File: config.mk
export PLATFORM = sky130hd
export DESIGN_NAME = pulse_decoder
export DESIGN_NICKNAME = d
export VERILOG_FILES = /design/src/rtl/pulse_decoder.sv
export SDC_FILE = /design/constraint.sdc
export NUM_CORES = 1
export LEC_CHECK = 0
export BUFFER_PORTS_ARGS = -buffer_cell sky130_fd_sc_hd__buf_2
export CAP_MARGIN = 10
export CORE_UTILIZATION = 45
export DETAILED_ROUTE_END_ITERATION = 7
export PLACE_DENSITY = 0.72
export SYNTH_ARGS = -nofsm -noshare
export SYNTH_HDL_FRONTEND = slang
export SYNTH_SLANG_ARGS = --single-unit
File: constraint.sdc
create_clock -name clk -period 2.55 [get_ports clk]
set_input_delay 0.1275 -clock clk [delete_from_list [all_inputs] [get_ports clk]]
set_output_delay 0.1275 -clock clk [all_outputs]
set_load 0.01 [all_outputs]
File: src/rtl/pulse_decoder.sv
// pulse_decoder
//   Re-expands an encoded request index into a one-hot strobe. Each accepted
//   code drives exactly one y_out bit for PULSE_LEN cycles, followed by
//   GAP_LEN forced all-zero cycles.
//
//   Optional macro DEC_SKID_EN: adds a one-entry skid register so a code can
//   be accepted while a strobe or gap is in progress. That code is then
//   launched back-to-back, with no IDLE cycle in between.
//
// Ports
//   clk         rising-edge clock
//   rst_n       synchronous active-low reset
//   code_in     encoded index (CODE_W bits)
//   code_valid  code_in valid
//   code_ready  block can accept code_in this cycle (combinational)
//   y_out       registered one-hot strobe, all zero when not driving
//   busy        registered, high in DRIVE or GAP
//   done        registered one-cycle pulse on the final DRIVE cycle
module pulse_decoder #(
  parameter int CODE_W    = 2,
  parameter int PULSE_LEN = 4,
  parameter int GAP_LEN   = 1
) (
  input  logic                   clk,
  input  logic                   rst_n,
  input  logic [CODE_W-1:0]      code_in,
  input  logic                   code_valid,
  output logic                   code_ready,
  output logic [(1<<CODE_W)-1:0] y_out,
  output logic                   busy,
  output logic                   done
);

  localparam int N      = 1 << CODE_W;
  localparam int CMAX   = (PULSE_LEN > GAP_LEN) ? ((PULSE_LEN > 2) ? PULSE_LEN : 2)
                                                : ((GAP_LEN > 2) ? GAP_LEN : 2);
  localparam int CNT_W  = $clog2(CMAX);
  localparam int GAP_M1 = (GAP_LEN > 0) ? GAP_LEN - 1 : 0;

  typedef enum logic [1:0] {IDLE, DRIVE, GAP} state_t;

  state_t             state;
  logic [CNT_W-1:0]   cnt;
  logic               accept;
  logic               drain_pt;   // last cycle of a strobe/gap sequence
  logic               have_next;  // a code is available to chain directly
  logic [CODE_W-1:0]  next_code;

  assign accept   = code_valid && code_ready;
  assign drain_pt = (cnt == '0) &&
                    ((state == GAP) || (state == DRIVE && GAP_LEN == 0));

`ifdef DEC_SKID_EN
  logic              skid_full;
  logic [CODE_W-1:0] skid_code;

  assign code_ready = rst_n && !skid_full;
  // On the drain cycle a full skid takes priority. With the skid empty, a
  // code accepted on that same cycle chains straight into DRIVE rather than
  // being parked, so it can never be stranded in the skid while IDLE.
  assign have_next  = skid_full || (accept && state != IDLE);
  assign next_code  = skid_full ? skid_code : code_in;

  always_ff @(posedge clk) begin
    if (!rst_n) begin
      skid_full <= 1'b0;
      skid_code <= '0;
    end else if (drain_pt && skid_full) begin
      skid_full <= 1'b0;
    end else if (accept && state != IDLE && !drain_pt) begin
      skid_full <= 1'b1;
      skid_code <= code_in;
    end
  end
`else
  assign code_ready = rst_n && (state == IDLE);
  assign have_next  = 1'b0;
  assign next_code  = code_in;
`endif

  always_ff @(posedge clk) begin
    if (!rst_n) begin
      state <= IDLE;
      cnt   <= '0;
      y_out <= '0;
      busy  <= 1'b0;
      done  <= 1'b0;
    end else begin
      done <= 1'b0;
      case (state)
        IDLE: begin
          if (accept) begin
            state <= DRIVE;
            y_out <= N'(1) << code_in;
            cnt   <= CNT_W'(PULSE_LEN - 1);
            busy  <= 1'b1;
            done  <= (PULSE_LEN == 1);
          end
        end
        DRIVE: begin
          if (cnt != '0) begin
            cnt  <= cnt - 1'b1;
            done <= (cnt == CNT_W'(1));
          end else if (GAP_LEN > 0) begin
            state <= GAP;
            cnt   <= CNT_W'(GAP_M1);
            y_out <= '0;
          end else if (have_next) begin
            y_out <= N'(1) << next_code;
            cnt   <= CNT_W'(PULSE_LEN - 1);
            done  <= (PULSE_LEN == 1);
          end else begin
            state <= IDLE;
            y_out <= '0;
            busy  <= 1'b0;
          end
        end
        GAP: begin
          if (cnt != '0) begin
            cnt <= cnt - 1'b1;
          end else if (have_next) begin
            state <= DRIVE;
            y_out <= N'(1) << next_code;
            cnt   <= CNT_W'(PULSE_LEN - 1);
            done  <= (PULSE_LEN == 1);
          end else begin
            state <= IDLE;
            busy  <= 1'b0;
          end
        end
        default: begin
          state <= IDLE;
          y_out <= '0;
          busy  <= 1'b0;
        end
      endcase
    end
  end

endmodule

Word-level counts from Yosys, hierarchy flattened
Cells that the tools add are included.
{"block": "totals", "inputBits": 5, "word_cells": 40, "reg_bits": 10, "out_inout_bits": 7}
{"block": "op_classes", "n_shift": 1, "n_eq_ne": 7, "addsub": 1, "n_bitwise": 2, "n_mux": 14, "n_reduce_logical": 10}
{"operator": "AND reduction 3 bit", "n": 5}
{"operator": "two-way mux 2 bit", "n": 6}
{"operator": "case mux 2 bit (3 select lines)", "n": 2}
{"operator": "case mux 4 bit (3 select lines)", "n": 1}
{"operator": "two-way mux 4 bit", "n": 2}
{"operator": "inequality test 2 bit (second input constant)", "n": 3}
{"operator": "== test 2 x 1 -> 1 bit (second input constant)", "n": 2}
{"operator": "<< shifter 1 x 2 -> 4 bit (first input constant)", "n": 1}
{"operator": "case mux 1 bit (3 select lines)", "n": 1}
{"operator": "nonzero test 3 bit", "n": 1}
{"operator": "== test 2 bit (second input constant)", "n": 1}
{"operator": "logical AND 1 bit", "n": 2}
{"operator": "zero test 2 bit", "n": 1}
{"operator": "two-way mux 1 bit", "n": 2}
{"operator": "inequality test 2 x 1 -> 1 bit (second input constant)", "n": 1}
{"operator": "inverter 1 bit", "n": 2}
{"operator": "nonzero test 2 bit", "n": 1}
{"operator": "subtractor 2 x 1 -> 2 bit (second input constant)", "n": 1}

Longest topological paths before layout
{"block": "depth", "ltp_word": 5, "depth_mapped": 5}

Least setup slack after synthesis
Ideal clock, no wire load.
{"block": "synth_timing", "path_kind": "register -> register", "start": "reg state[0]", "end": "reg y_out[3]", "synth_period_minus_slack_ns": 1.586, "setup_time_ns": 0.070, "n_path_buf": 0, "path_stages_with_launch": 6, "arrival_time_ns": 1.517, "slack_ns": 0.964, "path_cell_list": "dfxtp_1 inv_1 ha_1 a21boi_2 or4_1 a21oi_1"}
{"block": "synth_via", "elab_chain_cells": 5}
{"item": "from (decl)", "line_no": "42", "source": "state_t state;"}
{"item": "from (signal assigned)", "line_no": "83", "source": "state <= IDLE;"}
{"item": "from (signal assigned)", "line_no": "93", "source": "state <= DRIVE;"}
{"item": "from (signal assigned)", "line_no": "105", "source": "state <= GAP;"}
{"item": "zero test 2 bit", "line_no": "76, 90"}
{"item": "logical AND 1 bit", "line_no": "76", "source": "assign code_ready = rst_n && (state == IDLE);"}
{"item": "logical AND 1 bit", "line_no": "49", "source": "assign accept = code_valid && code_ready;"}
{"item": "inequality test 2 bit (no line)"}
{"item": "AND reduction 3 bit (no line)"}
{"item": "to (signal assigned)", "line_no": "94", "source": "y_out <= N'(1) << code_in;"}
{"item": "to (signal assigned)", "line_no": "109", "source": "y_out <= N'(1) << next_code;"}
{"item": "to (signal assigned)", "line_no": "123", "source": "y_out <= N'(1) << next_code;"}
{"item": "to (decl)", "line_no": "29", "source": "output logic [(1<<CODE_W)-1:0] y_out,"}
Parallel ways exist; a longest one is shown, timed or not.
A chain may end at the register's enable or synchronous reset.

Final worst setup path
Same ends and word-level chain as after synthesis.

==> results.md <==
- CTS HTree Levels: 1
- Busiest grt layer: met2
- Slowest stage cell, crit path: sky130_fd_sc_hd__or4_1
- Vert. Die Dim: slightly above 40 µm
- Mean instance size in the synthesized netlist: about 9 µm²
- Clock input transition at the sequential cells of the worst setup and hold paths: 0.07 ns
- # clock sinks: 10
- Antenna diodes: 0
- Number of antenna violations at the first check in global routing: 0
- Largest fanout on the critical path: 9
- Via count of the routed design: 570
- Setup violation total in the final timing report: 0
- Setup crit start kind: register
- Launch point of the worst path: state[0]
- Clock network latency to the later pin of the worst-skew pair: 0.27 ns
- Max clock buf depth: 2
- Share of the clock period used by the worst path: 68.3%
- Slack of the worst reg-to-reg path: 0.81 ns
- Final estimated routing congestion in global placement: ~0.86
- Die width: 40.2 µm
- Start-to-end type of the worst setup path: reg -> reg
- Syn Std Cell Area: roughly 660 µm²
- Global Route Usage Sum: 20.1%
- Library cell occupying the most area in the post-synthesis netlist: sky130_fd_sc_hd__dfxtp_1
- Cell family with the largest share of critical-path delay: simple AND/OR/NAND/NOR gates
- Unique masters post-synth: 26
- Arrival time at the worst endpoint: 1.96 ns
- Vias in the first global route: between 500 and 600
- RSZ-0062 raised after global routing: false
- Slew margin rel.: approximately three quarters
- Worst IR drop on VDD: ~0.44 mV
- Termination of the worst setup path: y_out[3]
- Worst slew pin tran: about 0.38 ns
- Cells after synthesis: 71
- DPL Wire Length: a little under 1 mm
- Instance count on the critical path: 5
- Kind of end point of the critical path: register
- Status: finished, final reports clean
- Ports placed on the boundary: 12
- Max frequency: ~570 MHz
- Average wire per cell in the routed design: about 13 µm
- Worst-case reg-to-reg path depth: 5
- Main synth FF type: sky130_fd_sc_hd__dfxtp_1
- Power density cells: 1080 nW/µm²
- Count of flip-flops with a built-in enable after synthesis: 0
- Beginning of the worst register-to-register path: state[0]
- Fin. Hold Viols: 0
- CP peak stage delay: approximately 0.52 ns
- Overflow left after global routing: 0
- Global-route wire length before repair: ~2.1 mm
- Share of cells above drive strength 1: 27.9%
- Max_cap viols: 0
- #FFs+latches synth: 10
- Pins over their slew limit: 0
- Tot Pwr: ~830 µW
- Largest net degree at the start of global routing: 10
- Layout area overhead: 16.7%
- Proportion of synthesized flip-flops having asynchronous set or reset: 0%
- Series of cell instances along the critical path: inv_1 > ha_1 > a21boi_2 > or4_1 > a21oi_1
- Clk Tree Root Cell: sky130_fd_sc_hd__clkbuf_4
- HP Class: in -> reg
- Final-layout setup total negative slack: 0 ns
- Main area contributors after synthesis: sky130_fd_sc_hd__dfxtp_1 30%, sky130_fd_sc_hd__ha_1 19%, sky130_fd_sc_hd__a21oi_1 5.3%
- Drc violations: 0
- Violation count after the first detailed-route iteration: 21
- Std cell rows: 13
- Pre-Repair DR Iteration Count: 4
- Count of antenna-violating nets left after detailed routing: 0
- Met3 Track Usage GR: under 10%
- Die area: about 1600 µm²
- Worst endpoint required time: 2.76 ns
- Sequential area share after synthesis: between 30% and 40%
- Overall routed net length: approximately 1.3 mm
- Clock period minus final worst setup slack: about 1.7 ns
- Maximum clock skew at final layout: around 0.010 ns
- Core area: between 1000 and 1500 µm²
- Via density: between 5 and 6
- # port buffers: 11
- Synth Net Count: 86
- Share of the synthesized area in the top cell type: 30.4%
- Post-CTS resize count: 0
- GR Util met2: about a third
- Number of buffers inserted during clock tree synthesis: 3
- Leakage power: 0.383 nW
- Net count, final: between 100 and 150
- Sum of buffers and inverters on the critical path: 1
- Synth warn: 0
- Effective utilization at floorplan: about half
- Post-CTS setup buffer count: 0
- Top cells by instance count after synthesis: 10 x sky130_fd_sc_hd__dfxtp_1, 10 x sky130_fd_sc_hd__ha_1, 8 x sky130_fd_sc_hd__inv_1
- TritonCTS clock tree: done
- Met1 Usage GRT: a little under a quarter
- R2r endpoint: y_out[3]
- CTS hold repair buffers: 0
==> report_power, final <==
part | leakage, nW | switching [mW] | internal, mW
logic | 0.280 | 0.241 | 0.207
clock network | 0.0210 | 0.0588 | 0.0868
registers | 0.0820 | 0.0342 | 0.200
==> flip-flops by register name (all words and copies together), names as in the netlist <==
| register | cells |
|---|---|
| cnt | 2 |
| done | 1 |
| state | 2 |
| busy | 1 |
| y_out | 4 |
==> through the flow <==
stage	hold slack (ns)	std cells	util [%]	setup slack [ns]	area [µm²]
after floorplan	0.261	71	-	0.964	658
after global placement	0.435	97	54.9	0.887	732
after detailed placement	0.443	97	54.9	0.818	732
after CTS	0.164	101	57.6	0.808	768
after global routing	0.150	101	57.6	0.663	768
final	0.162	101	57.6	0.808	768
==> cells in the final DEF, fill, tap and decap left out, types with 2 or more instances in the layout <==
master / netlist / final
sky130_fd_sc_hd__dfxtp_1: 10 / 10
sky130_fd_sc_hd__a21oi_1: 7 / 7
sky130_fd_sc_hd__ha_1: 10 / 10
sky130_fd_sc_hd__o31ai_1: 4 / 4
sky130_fd_sc_hd__nand4_1: 3 / 3
sky130_fd_sc_hd__nand2b_1: 3 / 3
sky130_fd_sc_hd__inv_1: 8 / 8
sky130_fd_sc_hd__clkbuf_4: 0 / 3
sky130_fd_sc_hd__buf_2: 0 / 11
sky130_fd_sc_hd__o21ai_0: 4 / 4
sky130_fd_sc_hd__nand2_1: 2 / 2
sky130_fd_sc_hd__and3b_1: 2 / 2
sky130_fd_sc_hd__a311o_2: 2 / 2
sky130_fd_sc_hd__a21o_1: 2 / 2
==> logic make-up (layout without fill, tap and decap cells) <==
group           count (synthesis)  count (layout)  synth area share, %
buf+inv                         8              23                 4.56
fa+ha+maj                      10              10                 19.0
compound gates                 25              25                 27.8
flops                          10              10                 30.4
simple gates                   18              18                 18.3
==> worst min path at each step <==
stage          startpoint       end  slack (ns)  depth (start not counted)
4_1_cts             rst_n  state[1]        0.16                          2
3_5_place_dp        rst_n  state[1]        0.44                          2
3_3_place_gp        rst_n  state[1]        0.44                          2
2_1_floorplan       rst_n  state[1]        0.26                          1
5_1_grt             rst_n  state[1]        0.15                          2
6_report            rst_n  state[1]        0.16                          2
==> layer usage <==
metal / vias up / routed length [µm]
li1: 292 / -
met4: 0 / 6
met5: - / 0
met3: 2 / 70
met1: 259 / 626
met2: 17 / 642
==> final cells by class <==
type / instances / area, µm²
fillers: 130 / 566
multi-input cells: 53 / 428
flip-flops and latches: 10 / 200
repair buffers: 11 / 55.1
clock buffers: 4 / 36.3
inverters: 8 / 30.0
well taps: 15 / 18.8
Power figures use the tool's default switching activity.
